<file path="src/rtl/mem_port_arbiter_if.sv">
`default_nettype none
// ============================================================================
// Module   : mem_port_arbiter_if
// Purpose  : CPU, DMA, memory and statistics signals of the shared memory port
// Revision : 1.0  initial release
// ============================================================================
interface mem_port_arbiter_if #(
    parameter int AW    = 32,
    parameter int DW    = 32,
    parameter int CNT_W = 16
);
    logic          cpu_req;
    logic          cpu_we;
    logic [AW-1:0] cpu_addr;
    logic [DW-1:0] cpu_wdata;
    logic          cpu_gnt;
    logic          cpu_rvalid;
    logic [DW-1:0] cpu_rdata;
    logic          cpu_stall;

    logic          dma_req;
    logic          dma_we;
    logic [AW-1:0] dma_addr;
    logic [DW-1:0] dma_wdata;
    logic          dma_lock;
    logic          dma_gnt;
    logic          dma_rvalid;
    logic [DW-1:0] dma_rdata;

    logic          mem_en;
    logic          mem_we;
    logic [AW-1:0] mem_addr;
    logic [DW-1:0] mem_wdata;
    logic [DW-1:0] mem_rdata;

    logic [CNT_W-1:0] stat_cpu_grants;
    logic [CNT_W-1:0] stat_dma_grants;
    logic [CNT_W-1:0] stat_conflicts;

    modport slave (
        input  cpu_req, cpu_we, cpu_addr, cpu_wdata,
        output cpu_gnt, cpu_rvalid, cpu_rdata, cpu_stall,
        input  dma_req, dma_we, dma_addr, dma_wdata, dma_lock,
        output dma_gnt, dma_rvalid, dma_rdata,
        output mem_en, mem_we, mem_addr, mem_wdata,
        input  mem_rdata,
        output stat_cpu_grants, stat_dma_grants, stat_conflicts
    );

    modport master (
        output cpu_req, cpu_we, cpu_addr, cpu_wdata,
        input  cpu_gnt, cpu_rvalid, cpu_rdata, cpu_stall,
        output dma_req, dma_we, dma_addr, dma_wdata, dma_lock,
        input  dma_gnt, dma_rvalid, dma_rdata,
        input  mem_en, mem_we, mem_addr, mem_wdata,
        output mem_rdata,
        input  stat_cpu_grants, stat_dma_grants, stat_conflicts
    );
endinterface
`default_nettype wire

</file>
<file path="src/rtl/mem_port_arbiter.sv">
`default_nettype none
// ============================================================================
// Module   : mem_port_arbiter
// Purpose  : Shares one memory port between the CPU and a burst-capable DMA
//            master. Define ARB_STATS_EN to build the grant/conflict counters.
// Revision : 1.0  initial release
// ============================================================================
module mem_port_arbiter #(
    parameter int AW        = 32,
    parameter int DW        = 32,
    parameter int MEM_LAT   = 1,
    parameter int MAX_BURST = 8,
    parameter int CNT_W     = 16
) (
    input  logic                clk,
    input  logic                reset_n,
    mem_port_arbiter_if.slave   bus
);
    localparam int C_BEAT_W = 8;

    typedef enum logic [1:0] {
        ST_IDLE      = 2'd0,
        ST_DMA_BURST = 2'd1,
        ST_CPU_FORCE = 2'd2
    } state_t;

    state_t                state_q;
    logic                  last_cpu_q;
    logic [C_BEAT_W-1:0]   beat_q;
    logic [MEM_LAT-1:0]    tag_v_q;
    logic [MEM_LAT-1:0]    tag_cpu_q;

    logic w_cpu_gnt;
    logic w_dma_gnt;
    logic w_conflict;
    logic w_burst_full;
    logic w_rd_accept;

    assign w_burst_full = (beat_q >= C_BEAT_W'(MAX_BURST));

    // Grants are held low while reset is asserted even if requests are high.
    always_comb begin
        w_cpu_gnt  = 1'b0;
        w_dma_gnt  = 1'b0;
        w_conflict = 1'b0;
        case (state_q)
            ST_IDLE: begin
                if (bus.cpu_req && bus.dma_req) begin
                    w_conflict = 1'b1;
                    w_cpu_gnt  = ~last_cpu_q;
                    w_dma_gnt  = last_cpu_q;
                end else begin
                    w_cpu_gnt = bus.cpu_req;
                    w_dma_gnt = bus.dma_req;
                end
            end
            ST_DMA_BURST: w_dma_gnt = bus.dma_req & bus.dma_lock & ~(w_burst_full & bus.cpu_req);
            ST_CPU_FORCE: w_cpu_gnt = bus.cpu_req;
            default: ;
        endcase
        if (!reset_n) begin
            w_cpu_gnt  = 1'b0;
            w_dma_gnt  = 1'b0;
            w_conflict = 1'b0;
        end
    end

    assign w_rd_accept = (w_cpu_gnt & ~bus.cpu_we) | (w_dma_gnt & ~bus.dma_we);

    always_ff @(posedge clk or negedge reset_n) begin
        if (!reset_n) begin
            state_q    <= ST_IDLE;
            last_cpu_q <= 1'b0;
            beat_q     <= '0;
            tag_v_q    <= '0;
            tag_cpu_q  <= '0;
        end else begin
            tag_v_q[0]   <= w_rd_accept;
            tag_cpu_q[0] <= w_cpu_gnt;
            for (int i = 1; i < MEM_LAT; i++) begin
                tag_v_q[i]   <= tag_v_q[i-1];
                tag_cpu_q[i] <= tag_cpu_q[i-1];
            end
            case (state_q)
                ST_IDLE: begin
                    if (w_conflict)
                        last_cpu_q <= w_cpu_gnt;
                    if (w_dma_gnt && bus.dma_lock) begin
                        state_q <= ST_DMA_BURST;
                        beat_q  <= C_BEAT_W'(1);
                    end
                end
                ST_DMA_BURST: begin
                    if (!(bus.dma_req && bus.dma_lock))
                        state_q <= ST_IDLE;
                    else if (w_burst_full && bus.cpu_req)
                        state_q <= ST_CPU_FORCE;
                    else if (!w_burst_full)
                        beat_q <= beat_q + C_BEAT_W'(1);
                end
                ST_CPU_FORCE: begin
                    if (w_cpu_gnt) begin
                        state_q    <= ST_IDLE;
                        last_cpu_q <= 1'b1;
                        beat_q     <= '0;
                    end
                end
                default: state_q <= ST_IDLE;
            endcase
        end
    end

    assign bus.cpu_gnt   = w_cpu_gnt;
    assign bus.dma_gnt   = w_dma_gnt;
    assign bus.mem_en    = w_cpu_gnt | w_dma_gnt;
    assign bus.mem_we    = (w_cpu_gnt & bus.cpu_we) | (w_dma_gnt & bus.dma_we);
    assign bus.mem_addr  = w_cpu_gnt ? bus.cpu_addr  : (w_dma_gnt ? bus.dma_addr  : {AW{1'b0}});
    assign bus.mem_wdata = w_cpu_gnt ? bus.cpu_wdata : (w_dma_gnt ? bus.dma_wdata : {DW{1'b0}});

    assign bus.cpu_rvalid = tag_v_q[MEM_LAT-1] &  tag_cpu_q[MEM_LAT-1];
    assign bus.dma_rvalid = tag_v_q[MEM_LAT-1] & ~tag_cpu_q[MEM_LAT-1];
    assign bus.cpu_rdata  = reset_n ? bus.mem_rdata : {DW{1'b0}};
    assign bus.dma_rdata  = reset_n ? bus.mem_rdata : {DW{1'b0}};

    // The CPU stays stalled until its read data has actually come back.
    assign bus.cpu_stall = reset_n & ((bus.cpu_req & ~w_cpu_gnt) | (|(tag_v_q & tag_cpu_q)));

`ifdef ARB_STATS_EN
    logic [CNT_W-1:0] stat_cpu_q;
    logic [CNT_W-1:0] stat_dma_q;
    logic [CNT_W-1:0] stat_cf_q;

    always_ff @(posedge clk or negedge reset_n) begin
        if (!reset_n) begin
            stat_cpu_q <= '0;
            stat_dma_q <= '0;
            stat_cf_q  <= '0;
        end else begin
            if (w_cpu_gnt && !(&stat_cpu_q)) stat_cpu_q <= stat_cpu_q + CNT_W'(1);
            if (w_dma_gnt && !(&stat_dma_q)) stat_dma_q <= stat_dma_q + CNT_W'(1);
            if (w_conflict && !(&stat_cf_q)) stat_cf_q  <= stat_cf_q  + CNT_W'(1);
        end
    end

    assign bus.stat_cpu_grants = stat_cpu_q;
    assign bus.stat_dma_grants = stat_dma_q;
    assign bus.stat_conflicts  = stat_cf_q;
`else
    assign bus.stat_cpu_grants = {CNT_W{1'b0}};
    assign bus.stat_dma_grants = {CNT_W{1'b0}};
    assign bus.stat_conflicts  = {CNT_W{1'b0}};
`endif
endmodule
`default_nettype wire

</file>
<file path="src/flat_wrapper.sv">
// flat-port wrapper written by rule: the top's interface ports become plain ports
module mem_port_arbiter_flat 
#(
    parameter int AW        = 32,
    parameter int DW        = 32,
    parameter int MEM_LAT   = 1,
    parameter int MAX_BURST = 8,
    parameter int CNT_W     = 16
)
  (clk, reset_n, bus_cpu_req, bus_cpu_we, bus_cpu_addr, bus_cpu_wdata, bus_cpu_gnt, bus_cpu_rvalid, bus_cpu_rdata, bus_cpu_stall, bus_dma_req, bus_dma_we, bus_dma_addr, bus_dma_wdata, bus_dma_lock, bus_dma_gnt, bus_dma_rvalid, bus_dma_rdata, bus_mem_en, bus_mem_we, bus_mem_addr, bus_mem_wdata, bus_mem_rdata, bus_stat_cpu_grants, bus_stat_dma_grants, bus_stat_conflicts);
  mem_port_arbiter_if #(.AW(AW), .DW(DW), .CNT_W(CNT_W)) bus_i ();
  input  logic clk;
  input  logic reset_n;
  input wire logic [$bits(bus_i.cpu_req)-1:0] bus_cpu_req;
  input wire logic [$bits(bus_i.cpu_we)-1:0] bus_cpu_we;
  input wire logic [$bits(bus_i.cpu_addr)-1:0] bus_cpu_addr;
  input wire logic [$bits(bus_i.cpu_wdata)-1:0] bus_cpu_wdata;
  output wire logic [$bits(bus_i.cpu_gnt)-1:0] bus_cpu_gnt;
  output wire logic [$bits(bus_i.cpu_rvalid)-1:0] bus_cpu_rvalid;
  output wire logic [$bits(bus_i.cpu_rdata)-1:0] bus_cpu_rdata;
  output wire logic [$bits(bus_i.cpu_stall)-1:0] bus_cpu_stall;
  input wire logic [$bits(bus_i.dma_req)-1:0] bus_dma_req;
  input wire logic [$bits(bus_i.dma_we)-1:0] bus_dma_we;
  input wire logic [$bits(bus_i.dma_addr)-1:0] bus_dma_addr;
  input wire logic [$bits(bus_i.dma_wdata)-1:0] bus_dma_wdata;
  input wire logic [$bits(bus_i.dma_lock)-1:0] bus_dma_lock;
  output wire logic [$bits(bus_i.dma_gnt)-1:0] bus_dma_gnt;
  output wire logic [$bits(bus_i.dma_rvalid)-1:0] bus_dma_rvalid;
  output wire logic [$bits(bus_i.dma_rdata)-1:0] bus_dma_rdata;
  output wire logic [$bits(bus_i.mem_en)-1:0] bus_mem_en;
  output wire logic [$bits(bus_i.mem_we)-1:0] bus_mem_we;
  output wire logic [$bits(bus_i.mem_addr)-1:0] bus_mem_addr;
  output wire logic [$bits(bus_i.mem_wdata)-1:0] bus_mem_wdata;
  input wire logic [$bits(bus_i.mem_rdata)-1:0] bus_mem_rdata;
  output wire logic [$bits(bus_i.stat_cpu_grants)-1:0] bus_stat_cpu_grants;
  output wire logic [$bits(bus_i.stat_dma_grants)-1:0] bus_stat_dma_grants;
  output wire logic [$bits(bus_i.stat_conflicts)-1:0] bus_stat_conflicts;
  assign bus_i.cpu_req = bus_cpu_req;
  assign bus_i.cpu_we = bus_cpu_we;
  assign bus_i.cpu_addr = bus_cpu_addr;
  assign bus_i.cpu_wdata = bus_cpu_wdata;
  assign bus_cpu_gnt = bus_i.cpu_gnt;
  assign bus_cpu_rvalid = bus_i.cpu_rvalid;
  assign bus_cpu_rdata = bus_i.cpu_rdata;
  assign bus_cpu_stall = bus_i.cpu_stall;
  assign bus_i.dma_req = bus_dma_req;
  assign bus_i.dma_we = bus_dma_we;
  assign bus_i.dma_addr = bus_dma_addr;
  assign bus_i.dma_wdata = bus_dma_wdata;
  assign bus_i.dma_lock = bus_dma_lock;
  assign bus_dma_gnt = bus_i.dma_gnt;
  assign bus_dma_rvalid = bus_i.dma_rvalid;
  assign bus_dma_rdata = bus_i.dma_rdata;
  assign bus_mem_en = bus_i.mem_en;
  assign bus_mem_we = bus_i.mem_we;
  assign bus_mem_addr = bus_i.mem_addr;
  assign bus_mem_wdata = bus_i.mem_wdata;
  assign bus_i.mem_rdata = bus_mem_rdata;
  assign bus_stat_cpu_grants = bus_i.stat_cpu_grants;
  assign bus_stat_dma_grants = bus_i.stat_dma_grants;
  assign bus_stat_conflicts = bus_i.stat_conflicts;
  mem_port_arbiter #(.AW(AW), .DW(DW), .MEM_LAT(MEM_LAT), .MAX_BURST(MAX_BURST), .CNT_W(CNT_W)) u_core (.clk(clk), .reset_n(reset_n), .bus(bus_i));
endmodule
</file>
<file path="config.mk">
export PLATFORM = sky130hd
export DESIGN_NAME = mem_port_arbiter_flat
export DESIGN_NICKNAME = d
export VERILOG_FILES = /design/src/rtl/mem_port_arbiter_if.sv /design/src/rtl/mem_port_arbiter.sv /design/src/flat_wrapper.sv
export SDC_FILE = /design/constraint.sdc
export NUM_CORES = 1
export LEC_CHECK = 0
export CAP_MARGIN = 20
export CORE_AREA = 3 3 133 135
export CTS_CLUSTER_SIZE = 30
export DETAILED_ROUTE_END_ITERATION = 16
export DIE_AREA = 0 0 136 138
export GPL_TIMING_DRIVEN = 0
export PLACE_DENSITY = 0.67
export SYNTH_ARGS = -nofsm -noshare
export SYNTH_HDL_FRONTEND = slang
export SYNTH_SLANG_ARGS = --single-unit
</file>
<file path="constraint.sdc">
create_clock -name clk -period 3.9 [get_ports clk]
set_input_delay 0.78 -clock clk [delete_from_list [all_inputs] [get_ports clk]]
set_output_delay 0.78 -clock clk [all_outputs]
set_load 0.005 [all_outputs]
</file>
==> impl_metrics.xml <==
<?xml version="1.0" encoding="UTF-8"?>
<metrics>
  <group name="clock_network">
    <metric name="clk_path_buf_depth" unit="">2</metric>
    <metric name="clk_lat_worst_skew" unit="ps">250</metric>
    <metric name="cts_tree" unit="">done</metric>
    <metric name="post_cts_hold_buffer_count" unit="">0</metric>
    <metric name="cts_inserted_buffers" unit="">3</metric>
    <metric name="clkSlewWorstSetupHoldPaths" unit="ps">50</metric>
    <metric name="ctsRootBufferMaster" unit="">sky130_fd_sc_hd__clkbuf_16</metric>
    <metric name="cts-htree-levels" unit="">1</metric>
    <metric name="clock_sink_total" unit="">13</metric>
  </group>
  <group name="drt">
    <metric name="dr.max_layer_used" unit="">met4</metric>
    <metric name="wire_per_inst" unit="um">13.1</metric>
    <metric name="metal2_wl" unit="mm">6.74</metric>
    <metric name="detail_route.vias_per_cell" unit="">3.87</metric>
    <metric name="wl_met3" unit="mm">1.33</metric>
    <metric name="vias" unit="">3883</metric>
    <metric name="detail-route-antenna-nets" unit="">0</metric>
    <metric name="detail_route.drc_violations" unit="">0</metric>
    <metric name="detailedRoute.firstPassIterationCount" unit="">4</metric>
    <metric name="first_iter_violations" unit="">123</metric>
    <metric name="wl" unit="mm">13.1</metric>
    <metric name="met1Wirelength" unit="mm">4.78</metric>
  </group>
  <group name="power">
    <metric name="internal_power" unit="uW">1000</metric>
    <metric name="power.static_leakage" unit="uW">0.00280</metric>
    <metric name="p_per_area" unit="nW/um2">259</metric>
    <metric name="power" unit="uW">1610</metric>
    <metric name="seq_power_share" unit="%">11.6</metric>
    <metric name="power_frac_comb" unit="%">76.1</metric>
    <metric name="switchingPower" unit="uW">611</metric>
    <metric name="ir_drop" unit="mV">0.126</metric>
    <metric name="sw_frac_of_total" unit="%">37.9</metric>
    <metric name="clock_power_share" unit="%">12.3</metric>
  </group>
  <group name="critical_path">
    <metric name="timing.critical_path.mode_cell" unit="">sky130_fd_sc_hd__nand2_1</metric>
    <metric name="worst_setup_path_startpoint" unit="">bus_dma_req</metric>
    <metric name="cp-end-kind" unit="">output port</metric>
    <metric name="timing.critical_path.fanout_max" unit="">10</metric>
    <metric name="crit_chain" unit="">dlygate4sd2_1 -&gt; nand2_1 -&gt; a21oi_1 -&gt; or2_2 -&gt; inv_1 -&gt; buf_4 -&gt; clkbuf_4 -&gt; nand2_1 -&gt; o21ai_1 -&gt; clkdlybuf4s50_1</metric>
    <metric name="setup.worst_path.class" unit="">primary input to output port</metric>
    <metric name="worst_setup_start_kind" unit="">primary input</metric>
    <metric name="critical_path.max_stage_delay" unit="ps">540</metric>
    <metric name="worst-endpoint-required" unit="ps">3120</metric>
    <metric name="r2r-start" unit="">u_core.state_q[1]</metric>
    <metric name="standard_cell_with_the_maximum_stage_delay_on_the_critical_path" unit="">sky130_fd_sc_hd__clkdlybuf4s50_1</metric>
    <metric name="worst_ep_arrival_time" unit="ps">2910</metric>
  </group>
  <group name="yosys">
    <metric name="synth_warnings" unit="">0</metric>
    <metric name="synth.avg_cell_area" unit="um2">6.00</metric>
    <metric name="synth.distinct_cells" unit="">41</metric>
    <metric name="synth_edf_count" unit="">0</metric>
    <metric name="synth_top_area_share" unit="%">23.2</metric>
    <metric name="ys_dominant_reg_cell" unit="">sky130_fd_sc_hd__dfrtp_1</metric>
    <metric name="post-synth-top-count-cell" unit="">sky130_fd_sc_hd__nand2_1</metric>
    <metric name="synth.cell_area" unit="um2">2580</metric>
    <metric name="yosysSeqAreaShare" unit="%">12.6</metric>
    <metric name="mapped_cells" unit="">431</metric>
    <metric name="async_reset_ff_share" unit="%">100</metric>
    <metric name="yosysTopAreaCell" unit="">sky130_fd_sc_hd__buf_4</metric>
    <metric name="synth-seq-cells" unit="">13</metric>
    <metric name="synth_common_cells" unit="">141 x sky130_fd_sc_hd__nand2_1, 80 x sky130_fd_sc_hd__buf_4, 68 x sky130_fd_sc_hd__o21ai_0, 34 x sky130_fd_sc_hd__and2_1, 22 x sky130_fd_sc_hd__clkbuf_1</metric>
    <metric name="netlist_top_cells_area" unit="">sky130_fd_sc_hd__buf_4 23%, sky130_fd_sc_hd__nand2_1 20%, sky130_fd_sc_hd__o21ai_0 13%</metric>
  </group>
  <group name="place">
    <metric name="place.port_buffers" unit="">301</metric>
    <metric name="detailedPlacementHpwl" unit="mm">11.1</metric>
    <metric name="global_placement_routability_congestion" unit="">0.789</metric>
  </group>
  <group name="global_routing">
    <metric name="grt_pass1_vias" unit="">3709</metric>
    <metric name="grt_pass1_wl" unit="mm">19.3</metric>
    <metric name="pin_count_of_the_biggest_net_entering_global_routing" unit="">23</metric>
    <metric name="grtUsageTotal" unit="%">12.7</metric>
    <metric name="antenna_violations_before_repair" unit="">0</metric>
    <metric name="grt_overflow" unit="">0</metric>
  </group>
  <group name="min_path">
    <metric name="hold_path.class" unit="">primary input to asynchronous set/reset pin</metric>
  </group>
  <group name="sta">
    <metric name="maxClockFrequency" unit="GHz">0.271</metric>
    <metric name="rsz_0062_raised_after_global_routing" unit="">false</metric>
    <metric name="holdWs" unit="ps">421</metric>
    <metric name="timing.slew.headroom" unit="%">54.2</metric>
    <metric name="final-hold-violation-count" unit="">0</metric>
    <metric name="finalWorstPathRequiredPeriod" unit="ps">3690</metric>
    <metric name="setup_violations_final" unit="">0</metric>
    <metric name="worst_slew_pin_slew" unit="ps">683</metric>
    <metric name="layout_worst_path_cycle_share" unit="%">94.6</metric>
    <metric name="final_max_slew_viol_count" unit="">0</metric>
    <metric name="worst_clock_skew" unit="ps">0.582</metric>
  </group>
  <group name="floorplanning">
    <metric name="fp.dieH" unit="um">138</metric>
    <metric name="die_area" unit="um2">18800</metric>
    <metric name="start_util" unit="%">15.6</metric>
    <metric name="fp-row-count" unit="">47</metric>
    <metric name="io_pins" unit="">350</metric>
    <metric name="die_w" unit="um">136</metric>
    <metric name="core-area" unit="um2">16600</metric>
  </group>
  <group name="layout">
    <metric name="area_growth_syn_to_layout" unit="%">142</metric>
    <metric name="fin_nets" unit="">957</metric>
    <metric name="num-fill-cells" unit="">1759</metric>
    <metric name="antennaDiodeCount" unit="">0</metric>
    <metric name="share_of_final_layout_standard_cells_stronger_than_drive_strength_1" unit="%">14.7</metric>
  </group>
  <group name="flow_run">
    <metric name="reported_max_cap_violation_count" unit="">0</metric>
  </group>
  <group name="status">
    <metric name="run_status" unit="">complete, no violations</metric>
  </group>
</metrics>
-- repair_timing --
item,4_1_cts,5_1_grt
gates resized for setup,52,6
gates cloned,0,0
pin swaps,1,2
buffers inserted,0,2
setup endpoints to repair,90,23
-- cell type report --
type / count / area (um2) / share of cell area (%)
well taps: 220 / 275 / 4.41
plain buffers: 105 / 753 / 12.1
clock buffers: 4 / 78.8 / 1.26
multi-input cells: 348 / 1750 / 28.0
inverters: 10 / 37.5 / 0.601
repair buffers: 303 / 3030 / 48.4
flip-flops and latches: 13 / 325 / 5.21
-- placed cells by master, fill, tap and decap left out, types with 6 or more instances in the layout --
master	netlist	layout
sky130_fd_sc_hd__a21oi_1	8	8
sky130_fd_sc_hd__and2_1	34	34
sky130_fd_sc_hd__buf_4	80	86
sky130_fd_sc_hd__clkbuf_1	22	8
sky130_fd_sc_hd__clkbuf_2	0	6
sky130_fd_sc_hd__clkdlybuf4s50_1	0	297
sky130_fd_sc_hd__conb_1	1	48
sky130_fd_sc_hd__dfrtp_1	13	13
sky130_fd_sc_hd__ha_1	6	6
sky130_fd_sc_hd__inv_1	10	10
sky130_fd_sc_hd__nand2_1	141	141
sky130_fd_sc_hd__o21ai_0	68	56
sky130_fd_sc_hd__o21ai_1	1	10
-- cell families after synthesis --
logic type,Yosys count,share of synthesized area (%)
and+or+nand+nor,195,33.3
buffers and inverters,117,28.7
AOI/OAI and AO/OA,95,20.8
DFF,13,12.6
adders and majority gates,6,2.90
muxes,4,1.65
other,1,0.145
-- layer usage --
layer | track usage, % | vias to the layer above
met1 | 13.4 | 1667
met2 | 24.3 | 222
met4 | 3.77 | 0
met5 | 0 | -
li1 | - | 1977
met3 | 3.20 | 17
-- worst max-delay path: cells and delay by family --
kind                   cells  cell delay [ps]
AO/OA/AOI/OAI              2              200
buffers and inverters      5             1380
AND/OR/NAND/NOR            3              530
-- metrics by stage --
| stage | cell area (um2) | cells | setup TNS, ps | setup slack [ps] | util [%] |
|---|---|---|---|---|---|
| 2_1_floorplan | 2760 | 478 | 0 | 1080 | - |
| 3_3_place_gp | 6050 | 999 | -67880 | -1230 | 36.5 |
| 3_5_place_dp | 6050 | 999 | -71750 | -1320 | 36.5 |
| 4_1_cts | 6230 | 1002 | 0 | 47.8 | 37.5 |
| 5_1_grt | 6240 | 1003 | 0 | 18.3 | 37.7 |
| 6_report | 6240 | 1003 | 0 | 212 | 37.7 |
-- power by group through the flow --
stage	Sequential (uW)	Combinational, uW	Clock, uW
after floorplan	182	510	0
after global routing	192	1340	213
after global placement	187	1170	0
after CTS	187	1230	206
after detailed placement	189	1180	0
final	187	1230	198
-- path summary, 6_finish.rpt --
| kind | to | slack (ps) | cells after the start |
|---|---|---|---|
| max | bus_mem_addr[18] | 210 | 10 |
| max reg2reg | u_core.beat_q[5] | 1410 | 8 |
| min reg2reg | u_core.beat_q[4] | 530 | 1 |
| max in group asynchronous | u_core.last_cpu_q | 3240 | 1 |
| min | u_core.beat_q[4] | 420 | 1 |
| min in group clk | u_core.beat_q[4] | 530 | 1 |
-- sequential cells by signal, summed over array words and instances (netlist names) --
| name | cells |
|---|---|
| u_core.last_cpu_q | 1 |
| u_core.state_q | 2 |
| u_core.beat_q | 8 |
| u_core.tag_v_q | 1 |
| u_core.tag_cpu_q | 1 |
Note: power is estimated with default switching activity, not from simulation.
==> variant, RTL diff (config.mk and constraints unchanged) <==
Set the localparam `C_BEAT_W` to 9 (it was 8).
--- a/src/rtl/mem_port_arbiter.sv
+++ b/src/rtl/mem_port_arbiter.sv
@@ -17,5 +17,5 @@
     mem_port_arbiter_if.slave   bus
 );
-    localparam int C_BEAT_W = 8;
+    localparam int C_BEAT_W = 9;
 
     typedef enum logic [1:0] {
Function: no difference found for any inputs over 10 cycles, from zero or initial values and one cycle with reset_n low; that may be too few to reach the edited logic, so the function may still have changed.
==> variant against the unedited design <==
Design area down 0.88%; setup slack lost 0.0032 ns; sequential cell count grew 1; total power increased by 13%; largest power group unchanged; critical path depth unchanged; highest routed layer unchanged; maximum frequency about the same; wire length increased by 5.0%; area after synthesis rose by 1.7%.
==> variant: results (changes against the unedited design) <==
Route
  • WL final: 13,760 um (was 13,110 um)
  • Mean routed wirelength per cell: 13.82 um (was 13.07 um)
  • DRT iter0 DRCs: 104 (was 123)
  • Vias/cell: 3.817 (was 3.871)

Worst setup path
  • R2R cell count: 6 (was 8)
  • Crit-path max FO: 16 (was 10)

GRT
  • Global-route wire length before repair: 19,700 um (was 19,250 um)
  • GR Util All Layers: 13.18% (was 12.69%)
  • Largest net degree at the start of global routing: 17 (was 23)
  • Vias in the first global route: 3,776 (was 3,709)

Final layout
  • NumNets Final: 950 (was 957)
  • Layout cells sized above 1: 14.82% (was 14.69%)
  • Largest regs: u_core.beat_q: 9 flops, u_core.state_q: 2 flops (was u_core.beat_q: 8 flops, u_core.state_q: 2 flops)

Placed design
  • Place WS: -0.7634 ns (was -1.315 ns)
  • Placed insts: 992 (was 999)
  • Post-DP HPWL: 12,070 um (was 11,090 um)
  • RD Place Congestion: 0.8376 (was 0.7892)

Synthesis
  • Seq/Total Area, Yosys: 13.33% (was 12.58%)
  • Most instantiated cells after synthesis: nand2_1 (136), buf_4 (83), o21ai_0 (34) (was nand2_1 (141), buf_4 (80), o21ai_0 (68))
  • Area contributors post-synth: buf_4 (24%), nand2_1 (19%), dfrtp_1 (13%) (was buf_4 (23%), nand2_1 (20%), o21ai_0 (13%))
  • Top_reg_cell synth: dfrtp_1 (unchanged)

Power
  • Leakage power: 0.002611 uW (was 0.002796 uW)
  • VDD IR max: 148.3 uV (was 126.2 uV)

Run status
  • Outcome: complete, no violations (unchanged)

Clocking
  • Clk_lat worst skew: 0.24 ns
  • # H-tree levels: 1 (unchanged)
  • Postcts setup bufs: 0 (unchanged)

STA
  • Clock skew: 0.001330 ns (was 0.0005818 ns)
-- variant: cell count changes after synthesis, moves of 3 or more --
cell,before,now
buf_4,80,83
o21ai_1,1,31
clkbuf_1,22,6
buf_2,1,12
buf_1,4,0
o21ai_0,68,34
a31oi_1,0,3
buf_6,0,4
nand2_1,141,136
nor2b_1,3,8
-- variant: cell type report --
| type | instances | area, um2 |
|---|---|---|
| fill | 1761 | 10390 |
| timing repair buffer | 301 | 3005 |
| multi-input combinational | 338 | 1649 |
| buffer | 107 | 775.7 |
| sequential | 14 | 350.3 |
| tap | 220 | 275.3 |
| clock buffer | 4 | 88.84 |
| inverter | 12 | 45.04 |
-- variant: worst reg2reg max path, delay by kind of cell, from the launching register on --
family | cells | cell delay (ns)
flops | 1 | 0.39
compound gates | 3 | 0.98
buf+inv | 2 | 0.28
fa+ha+maj | 1 | 0.21
-- variant: logic make-up (layout without fill, tap and decap cells) --
family	Yosys count	after routing	synth area share (%)
simple gates	190	190	31.89
fa+ha+maj	6	6	2.856
other cells	1	48	0.1427
compound gates	93	93	20.75
mux	1	1	0.3808
buf+inv	119	424	30.65
flops	14	14	13.33
-- variant: worst paths after layout --
kind | start | endpoint | slack (ns)
max | reset_n | bus_mem_addr[13] | 0.21
min reg2reg | u_core.beat_q[5] | u_core.beat_q[5] | 0.50
min | reset_n | u_core.beat_q[7] | 0.39
max reg2reg | u_core.state_q[0] | u_core.beat_q[2] | 1.92
max in group asynchronous | reset_n | u_core.tag_cpu_q | 3.33
min in group clk | u_core.beat_q[5] | u_core.beat_q[5] | 0.50
-- variant: per-stage QoR --
stage / utilization [%] / setup TNS, ns / cell area (um2) / total power [uW]
finish: 37.32 / 0 / 6190 / 1819
global placement: 36.74 / -39.55 / 6093 / 1604
detailed placement: 36.74 / -41.49 / 6093 / 1614
floorplan: - / 0 / 2805 / 855.4
global route: 37.32 / 0 / 6190 / 1975
CTS: 37.31 / 0 / 6187 / 1848
-- variant: what timing repair did --
item	in CTS	in global routing
pin swaps	0	0
setup endpoints to repair	107	49
gates resized for setup	19	2
-- variant: metal layers --
metal / up-vias / part of all wire, % / GRT usage, %
met5: - / 0 / 0
met4: 0 / 2.1 / 3.501
met3: 15 / 11 / 3.597
met2: 234 / 52 / 25.92
met1: 1613 / 35 / 13.33
li1: 1940 / - / -
-- variant: where the power goes --
| group | internal [uW] | switching, uW |
|---|---|---|
| registers | 177 | 29.1 |
| logic | 771 | 628 |
| clock network | 155 | 59.8 |
| total | 1100 | 717 |
